**config.mk**
```make
export PLATFORM = sky130hd
export DESIGN_NAME = saph_plr_elastic
export DESIGN_NICKNAME = d
export VERILOG_FILES = /design/src/rtl/saph_plr_elastic.sv
export SDC_FILE = /design/constraint.sdc
export NUM_CORES = 1
export LEC_CHECK = 0
export CELL_PAD_IN_SITES_DETAIL_PLACEMENT = 1
export CELL_PAD_IN_SITES_GLOBAL_PLACEMENT = 1
export CORE_AREA = 2 2 39 41
export CTS_CLUSTER_DIAMETER = 80
export DETAILED_ROUTE_END_ITERATION = 12
export DIE_AREA = 0 0 41 43
export HOLD_SLACK_MARGIN = 0.08
export PLACE_DENSITY = 0.49
export REMOVE_ABC_BUFFERS = 1
export SLEW_MARGIN = 20
export SYNTH_ARGS = -nofsm -noshare
export SYNTH_HDL_FRONTEND = slang
export SYNTH_SLANG_ARGS = --single-unit
```
**constraint.sdc**
```tcl
create_clock -name clk -period 0.98 [get_ports clk]
set_input_delay 0.196 -clock clk [delete_from_list [all_inputs] [get_ports clk]]
set_output_delay 0.196 -clock clk [all_outputs]
set_load 0.005 [all_outputs]
```
**src/rtl/saph_plr_elastic.sv**
```systemverilog
// Purpose: elastic pipeline of `latency` register stages with valid/ready handshake and flush.
// Latency: `latency` cycles from accept to first presentation at q (0 = combinational pass-through).
// Backpressure: skid=0 ready ripples combinationally from q_ready; skid=1 ready is registered per stage (one skid entry).
//
// Ports:
//   clk, rst        - rising-edge clock, asynchronous active-high reset
//   flush           - synchronous discard of every held item (data registers keep their contents)
//   d_valid/d_ready/d - upstream handshake and payload
//   q_valid/q_ready/q - downstream handshake and payload
//   count           - number of items currently held (0..latency*(1+skid))
module saph_plr_elastic #(
    parameter int width   = 1,
    parameter int latency = 1,
    parameter int skid    = 0,
    localparam int CAP    = latency * (1 + skid),
    localparam int CW     = (latency == 0) ? 1 : $clog2(CAP + 1)
) (
    input  logic             clk,
    input  logic             rst,
    input  logic             flush,
    input  logic             d_valid,
    output logic             d_ready,
    input  logic [width-1:0] d,
    output logic             q_valid,
    input  logic             q_ready,
    output logic [width-1:0] q,
    output logic [CW-1:0]    count
);

    generate
        if (latency == 0) begin : g_pass
            // No storage at all: the block is a wire and holds nothing.
            logic unused_pass;
            assign unused_pass = ^{clk, rst, flush};
            assign q       = d;
            assign q_valid = d_valid;
            assign d_ready = q_ready;
            assign count   = '0;
        end else begin : g_pipe
            logic          acc;
            logic          del;
            logic [CW-1:0] cnt_r;

            for (genvar k = 0; k < latency; k++) begin : stg
                // Per-stage signals are kept as separate variables so the
                // ready chain is not one self-referencing vector.
                logic             in_v;
                logic [width-1:0] in_d;
                logic             dn_rdy;
                logic             up_rdy;
                logic             v_r;
                logic [width-1:0] d_r;

                if (k == 0) begin : g_in_first
                    assign in_v = d_valid;
                    assign in_d = d;
                end else begin : g_in_chain
                    assign in_v = stg[k-1].v_r;
                    assign in_d = stg[k-1].d_r;
                end

                if (k == latency - 1) begin : g_dn_last
                    assign dn_rdy = q_ready;
                end else begin : g_dn_chain
                    assign dn_rdy = stg[k+1].up_rdy;
                end

                if (skid == 0) begin : g_plain
                    // Stage can load when empty or when its item leaves this cycle.
                    assign up_rdy = !v_r || dn_rdy;

                    always_ff @(posedge clk or posedge rst) begin
                        if (rst) begin
                            v_r <= 1'b0;
                            d_r <= '0;
                        end else if (flush) begin
                            v_r <= 1'b0;
                        end else if (up_rdy) begin
                            v_r <= in_v;
                            if (in_v) begin
                                d_r <= in_d;
                            end
                        end
                    end
                end else begin : g_skid
                    // Registered ready == "skid entry empty". Invariant: s_v implies v_r.
                    logic             s_v;
                    logic [width-1:0] s_d;
                    logic             rdy_r;
                    logic             take;
                    logic             fire;

                    assign up_rdy = rdy_r;
                    assign take   = in_v && rdy_r;
                    assign fire   = v_r && dn_rdy;

                    always_ff @(posedge clk or posedge rst) begin
                        if (rst) begin
                            v_r   <= 1'b0;
                            d_r   <= '0;
                            s_v   <= 1'b0;
                            s_d   <= '0;
                            rdy_r <= 1'b1;
                        end else if (flush) begin
                            v_r   <= 1'b0;
                            s_v   <= 1'b0;
                            rdy_r <= 1'b1;
                        end else if (s_v) begin
                            // Skid holds the younger item; move it up before taking more.
                            if (fire) begin
                                d_r   <= s_d;
                                s_v   <= 1'b0;
                                rdy_r <= 1'b1;
                            end
                        end else if (v_r && !dn_rdy) begin
                            // Main entry stalled: an arriving item parks in the skid entry.
                            if (take) begin
                                s_d   <= in_d;
                                s_v   <= 1'b1;
                                rdy_r <= 1'b0;
                            end
                        end else begin
                            v_r <= take;
                            if (take) begin
                                d_r <= in_d;
                            end
                        end
                    end
                end
            end

            assign d_ready = stg[0].up_rdy;
            assign q_valid = stg[latency-1].v_r;
            assign q       = stg[latency-1].d_r;

            assign acc = d_valid && d_ready;
            assign del = q_valid && q_ready;

            always_ff @(posedge clk or posedge rst) begin
                if (rst) begin
                    cnt_r <= '0;
                end else if (flush) begin
                    cnt_r <= '0;
                end else if (acc && !del) begin
                    cnt_r <= cnt_r + CW'(1);
                end else if (del && !acc) begin
                    cnt_r <= cnt_r - CW'(1);
                end
            end

            assign count = cnt_r;
        end
    endgenerate

endmodule

```
# Word level (Yosys, flattened, before mapping)
# Index checks and enable logic that the tools add are counted.
[word_totals] regBits=3 out_inout_bits=4 elab_cells=22
[classes] n_addsub=2 n_mux=5 bitwise_logic=1 n_reduce_logical=11
[op_table] cell="1-bit 2-to-1 mux" n=5
[op_table] cell="1-bit logical AND" n=4
[op_table] cell="1-bit zero test" n=3
[op_table] cell="3-bit AND reduction" n=1
[op_table] cell="3-bit nonzero test" n=1
[op_table] cell="2-bit nonzero test" n=1
[op_table] cell="1-bit adder (second input constant)" n=1
[op_table] cell="1-bit logical OR" n=1
[op_table] cell="1-bit NOT" n=1
[op_table] cell="1-bit subtractor (second input constant)" n=1

# Longest topological paths before layout
# Gate-level depths: netlist of run 1.
[logic_depth] depth_word=8 ltp_mapped=3 depth_no_buf=3

# Worst setup path before layout of run 1
# Ideal clock, no wire load.
[synth_timing] path_kind="flip-flop to flip-flop" startpoint="reg g_pipe.stg[0].v_r (netlist: q_valid)" endpoint="reg g_pipe.stg[0].d_r (netlist: q)" setup_ns=0.125 t_arrival_ns=0.995 setup_slack_ns=-0.140 stages_incl_launch_ff=4 path_buffers=0 period_less_slack_ns=1.120 path_cell_list="dfrtp_1 > nor2b_4 > nor3b_2 > mux2_4"
[synth_via] elab_chain_len=3
[synth_rtl] element="start, declared" line_no="51" source="logic v_r;"
[synth_rtl] element="start signal, assigned" line_no="79" source="v_r <= in_v;"
[synth_rtl] element="1-bit zero test" line_no="70" source="assign up_rdy = !v_r || dn_rdy;"
[synth_rtl] element="1-bit logical OR" line_no="70"
[synth_rtl] element="3-bit AND reduction (no line)"
[synth_rtl] element="end signal, assigned" line_no="81" source="d_r <= in_d;"
[synth_rtl] element="end, declared" line_no="52" source="logic [width-1:0] d_r;"
# Every way passes these cells.
# A chain may end at the register's enable or synchronous reset.

# Worst setup path in the final report of run 1
# Ends and elaborated chain as after synthesis.

==> flow_metrics.tcl, run 1 <==
set metrics [dict create \
    cts_made_buffers 3 \
    post_layout_min_period_ps 1270 \
    gr-usage-all-layers_pct 8.14 \
    layout_worst_path_cycle_share_pct 129 \
    ys_ff_latch 3 \
    post_drt_via_cell_ratio 3.71 \
    report.final.setup_viol 4 \
    rsz0062_at_grt "true" \
    clk-insertion-delay-late_ps 230 \
    most_frequent_standard_cell_in_the_layout_excluding_fill_and_tap_cells "buf_2" \
    grt_pass1_vias 221 \
    grt_max_degree 4 \
    synthToLayoutAreaGrowth_pct 107 \
    worst_setup_hold_path_clk_slew_ps 40 \
    first_iter_violations 0 \
    netlist_instances 15 \
    area_fraction_in_and_or_nand_and_nor_cells_after_synthesis_pct 32.3 \
    global_route.overflow_total 0 \
    cts.path.max_buffers 2 \
    placement_rows 14 \
    synth_cell_types 11 \
    run_status "finished, violations left" \
    final_area_um2 337 \
    drtAntennaViolNets 0 \
    drc 0 \
    globalRouteMet1Util_pct 7.42 \
    wl_um 520 \
    drtPass1Iterations 1 \
    first_pass_grt_wire_length_um 862 \
    worst_ep_required_time_ps 1100 \
    detailed_place_hpwl_um 335 \
    crit_path_end_kind "flop" \
    cap_viol_max_count 0 \
    die_area_mm2 0.00176 \
    tritoncts_num_sinks 3 \
    timing.final.hold_violations 0 \
    yosys.area_share.adder_pct 0 \
    layout_setup_ws_ps -288 \
    avgRoutedWirePerCell_um 10.6 \
    cts_tree "built" \
    total_leakage_power_nw 0.169 \
    muxShareOfSynthArea_pct 9.23 \
    die_width_um 41 \
    violations "negative setup slack" \
    power-per-cell-area_mw_per_mm2 1410 \
    startpoint_type "flop" \
    fraction_of_final_layout_cells_with_drive_strength_greater_than_1_pct 51.5 \
    finalMaxSlewViolations 0 \
    met2_usage_pct 10.6 \
    ir_worst_vdd_mv 0.396 \
    synthXorXnorAreaFrac_pct 0 \
    maxSlewHeadroom_pct 87.0 \
    core-area_mm2 0.00138 \
    grt-busiest-layer "met2" \
    postSynthAreaPerCell_um2 10.8 \
    crit_arrival_ps 1380 \
    synth-warning-count 0 \
    num_io_pins 10 \
    use_met3_pct 4.71 \
    maximum_clock_skew_at_final_layout_ps 2.84 \
    place_congestion 0.563 \
    worstMarginPinSlew_ps 193 \
    final_cells 49 \
    final_net_count 40 \
    main_combinational_cell_family_by_area_after_synthesis "simple AND/OR/NAND/NOR gates" \
    fmax_ghz 0.789 \
    clock_tree.root_cell "clkbuf_4" \
    cts_max_level 1 \
    synthesis.area_um2 163 \
    place_inst 41 \
    via_count 182 \
    io_buffers 9 \
    hold_buffer_count_at_cts 0 \
    place_area_um2 280 \
    synth.yosys.seq_area_share_pct 46.2 \
    synth-compound-area-share_pct 7.69 \
    antenna_found_initial 0 \
    worstPathMaxFanout 3 \
    antennaDiodeCount 0 \
    kind_of_critical_path "flop to flop" \
    starting_density_of_the_core_pct 11.8 \
    mostFrequentLayoutCells "4 x buf_2, 3 x clkbuf_4, 3 x dfrtp_1, 3 x clkdlybuf4s50_1, 3 x buf_4" \
    die_height_um 43 \
    worst_hold_path_type "input pin to asynchronous set/reset pin" \
]
## worst max-delay path, stage by stage, from the launching register on
cell and delay (ps):
dfrtp_1 380, buf_6 120, nor2b_4 120, nor3b_2 210, mux2_4 320
## final timing paths
path	from	end	slack, ps	cells past startpoint
worst max-delay path	q_valid	q	-290	4
worst min-delay path	rst	q	130	2
worst max register to register	q_valid	q	-290	4
worst min register to register	q	q	520	1
max in group asynchronous	rst	count	720	2
min in group clk	d_valid	q_valid	350	4
## cells by family after synthesis
family | count (synthesis)
compound gates | 2
simple gates | 7
buf+inv | 2
mux | 1
flops | 3
## state kept, by name (all words and copies together) (netlist names)
signal,count
count,1
q,1
q_valid,1
## synthesized netlist by cell type
cell type | n | area share, %
nor2_1 | 2 | 4.6
dfrtp_1 | 3 | 46
a21oi_1 | 1 | 3.1
nand3_1 | 1 | 3.1
inv_1 | 2 | 4.6
nand2b_1 | 1 | 3.8
a21o_1 | 1 | 4.6
nand3b_1 | 1 | 4.6
mux2_4 | 1 | 9.2
nor2b_4 | 1 | 8.5
nor3b_2 | 1 | 7.7
## area by class of cell
cell class / count / area [um^2]
flip-flops and latches: 3 / 75.1
well taps: 16 / 20.0
multi-input cells: 10 / 91.3
fillers: 171 / 1050
clock buffers: 4 / 26.3
repair buffers: 14 / 116
inverters: 2 / 7.51
## metal layers
layer / vias to the layer above / wire length [um]
met4: 0 / 10
li1: 85 / -
met1: 85 / 192
met5: - / 0
met2: 10 / 260
met3: 2 / 56
## timing repair
action                     in CTS  in global routing
setup endpoints to repair       6                  4
resized for setup              17                  5
setup buffers                   3                  1
pin swaps                       1                  2
## stage by stage
step | worst slack [ps] | hold slack [ps] | TNS, ps | utilization (%) | total power, W
after CTS | -297 | 127 | -686 | 22.2 | 0.000475
after global routing | -323 | 125 | -1040 | 24.3 | 0.000525
final | -288 | 129 | -851 | 24.3 | 0.000476
after detailed placement | -555 | 385 | -1630 | 20.3 | 0.000246
after floorplan | -140 | -50.4 | -140 | - | 0.000183
after global placement | -536 | 368 | -1550 | 20.3 | 0.000244
## report_power, final
| part | switching (W) | internal, W | total [W] |
|---|---|---|---|
| registers | 0.00000814 | 0.000138 | 0.000146 |
| clock network | 0.0000675 | 0.000153 | 0.000220 |
| logic | 0.0000375 | 0.0000716 | 0.000109 |
Note: power is estimated with default switching activity, not from simulation.
==> run 2: changes to the inputs <==
--- a/config.mk
+++ b/config.mk
@@ -8,11 +8,10 @@
 export CELL_PAD_IN_SITES_DETAIL_PLACEMENT = 1
 export CELL_PAD_IN_SITES_GLOBAL_PLACEMENT = 1
 export CORE_AREA = 2 2 39 41
-export CTS_CLUSTER_DIAMETER = 80
 export DETAILED_ROUTE_END_ITERATION = 12
 export DIE_AREA = 0 0 41 43
 export HOLD_SLACK_MARGIN = 0.08
-export PLACE_DENSITY = 0.49
+export PLACE_DENSITY = 0.48
 export REMOVE_ABC_BUFFERS = 1
 export SLEW_MARGIN = 20
 export SYNTH_ARGS = -nofsm -noshare
==> constraint.sdc (replaced) <==
create_clock -name clk -period 1.4 [get_ports clk]
set_input_delay 0.28 -clock clk [delete_from_list [all_inputs] [get_ports clk]]
set_output_delay 0.28 -clock clk [all_outputs]
set_load 0.005 [all_outputs]
==> flow_metrics.tcl, run 2 (synthesis gave the netlist of run 1 again) <==
set metrics [dict create \
    worstMarginPinSlew_ps 175 \
    timing.final.hold_violations 0 \
    slowest_delay_ps 500 \
    most_frequent_standard_cell_in_the_layout_excluding_fill_and_tap_cells "clkdlybuf4s50_1" \
    via_count 159 \
    die_width_um 41 \
    combPwrFrac_pct 22.3 \
    regToRegSetupSlack_ps 130 \
    kind_of_critical_path "flop to output pin" \
    wl_um 471 \
    drc 0 \
    total_leakage_power_nw 0.161 \
    drtPass1Iterations 1 \
    cts_made_buffers 3 \
    final_area_um2 323 \
    fmax_ghz 0.741 \
    total_switching_power_w 0.0000722 \
    post_drt_via_cell_ratio 3.38 \
    grt_pass1_vias 188 \
    cts_tree "built" \
    worst_r2r_path_cells 4 \
    slowest_stage "clkdlybuf4s50_1" \
    tritoncts_num_sinks 3 \
    place_congestion 0.581 \
    power_frac_clock_pct 46.2 \
    first_iter_violations 0 \
    maxSlewHeadroom_pct 88.3 \
    antenna_found_initial 0 \
    crit_path_end_kind "output pin" \
    antennaDiodeCount 0 \
    timing.rr.end "q" \
    placement_rows 14 \
    critPathBufInv 1 \
    cts_max_level 1 \
    mostFrequentLayoutCells "5 x clkdlybuf4s50_1, 3 x clkbuf_4, 3 x dfrtp_1, 3 x buf_4" \
    starting_density_of_the_core_pct 11.8 \
    drtAntennaViolNets 0 \
    die_area_mm2 0.00176 \
    cp-startpoint "q" \
    cap_viol_max_count 0 \
    gr-usage-all-layers_pct 7.14 \
    cp_cell_sequence "clkdlybuf4s50_1" \
    final_core_utilization_pct 23.3 \
    ir_worst_vdd_mv 0.384 \
    startpoint_type "flop" \
    power-per-cell-area_mw_per_mm2 1010 \
    worst_hold_path_type "input pin to asynchronous set/reset pin" \
    layout_worst_path_cycle_share_pct 96.3 \
    finalMaxSlewViolations 0 \
    num_io_pins 10 \
    filler_cell_count 167 \
    die_height_um 43 \
    internal_power_w 0.000252 \
    hold_buffer_count_at_cts 0 \
    final_net_count 38 \
    synthToLayoutAreaGrowth_pct 98.5 \
    power_frac_seq_pct 31.5 \
    avgRoutedWirePerCell_um 10.0 \
    io_buffers 9 \
    post_layout_min_period_ps 1350 \
    first_pass_grt_wire_length_um 724 \
    fin_worst_hold_slack_ps 219 \
    fraction_of_final_layout_cells_with_drive_strength_greater_than_1_pct 32.3 \
    clock_tree.root_cell "clkbuf_4" \
    switching_share_pct 22.2 \
    report.final.setup_viol 0 \
    place_area_um2 288 \
    worst_setup_hold_path_clk_slew_ps 40 \
    grt_max_degree 4 \
    r2r_start "q_valid" \
    timing.critical_path.max_delay_family "buffers and inverters" \
    crit_arrival_ps 1070 \
    clk-insertion-delay-late_ps 230 \
    worst_ep_required_time_ps 1120 \
    core-area_mm2 0.00138 \
    run_status "finished, final reports clean" \
    maximum_clock_skew_at_final_layout_ps 4.14 \
    worstPathMaxFanout 2 \
    rsz0062_at_grt "false" \
    cts.path.max_buffers 2 \
    global_route.overflow_total 0 \
]
## run 2: worst max path at each step
stage                         end  slack [ps]  cells after the start
final                           q          50                      1
after global routing            q         0.2                      1
after CTS                   count          20                      1
after detailed placement  d_ready        -280                      4
after global placement    d_ready        -280                      4
after floorplan                 q         280                      3
## run 2: cell type report
class	count	area, um^2	share of cell area (%)
inverters	2	7.51	2.33
clock buffers	4	26.3	8.14
repair buffers	12	108	33.3
flip-flops and latches	3	75.1	23.3
multi-input cells	10	86.3	26.7
well taps	16	20.0	6.20
## run 2: power groups by stage
stage	Sequential, W	Combinational (W)	Clock (W)
after floorplan	0.000104	0.0000241	0
after global placement	0.000103	0.0000693	0
after detailed placement	0.000104	0.0000697	0
after CTS	0.000102	0.0000736	0.000158
after global routing	0.000104	0.0000789	0.000168
final	0.000102	0.0000724	0.000150
## run 2: layer usage
layer | GRT usage, % | share of wire [%] | up-vias
met1 | 6.13 | 41 | 68
met2 | 9.69 | 43 | 10
met3 | 7.85 | 16 | 0
li1 | - | - | 81
met4 | 4.00 | 0 | 0
met5 | 0 | 0 | -
## run 2: what timing repair did
action / CTS / global route
gates cloned: 0 / 0
gates resized for setup: 4 / 3
setup endpoints to repair: 2 / 3
pin swaps: 0 / 1
buffers inserted: 2 / 0
hold endpoints to repair: 0 / 0
## run 2: metrics by stage
step / instances / setup TNS, ps / setup slack, ps / power (W)
5_1_grt: 47 / 0 / 0.160 / 0.000350
6_report: 47 / 0 / 51.3 / 0.000324
3_5_place_dp: 42 / -494 / -277 / 0.000174
4_1_cts: 48 / 0 / 16.7 / 0.000334
2_1_floorplan: 15 / 0 / 280 / 0.000128
3_3_place_gp: 42 / -510 / -278 / 0.000173
## run 2: worst register-to-register path, delay by kind of cell, from the launching register on
| family | cells | cell delay (ps) |
|---|---|---|
| mux | 1 | 310 |
| simple gates | 2 | 330 |
| buf+inv | 1 | 140 |
| flops | 1 | 380 |
==> run 3: changes to the inputs <==
--- a/config.mk
+++ b/config.mk
@@ -8,6 +8,7 @@
 export CELL_PAD_IN_SITES_DETAIL_PLACEMENT = 1
 export CELL_PAD_IN_SITES_GLOBAL_PLACEMENT = 1
 export CORE_AREA = 2 2 39 41
+export CTS_CLUSTER_DIAMETER = 50
 export DETAILED_ROUTE_END_ITERATION = 12
 export DIE_AREA = 0 0 41 43
 export HOLD_SLACK_MARGIN = 0.08
==> results of run 3 <==
No change in the layout: final DEF, timing and power equal those of run 2.
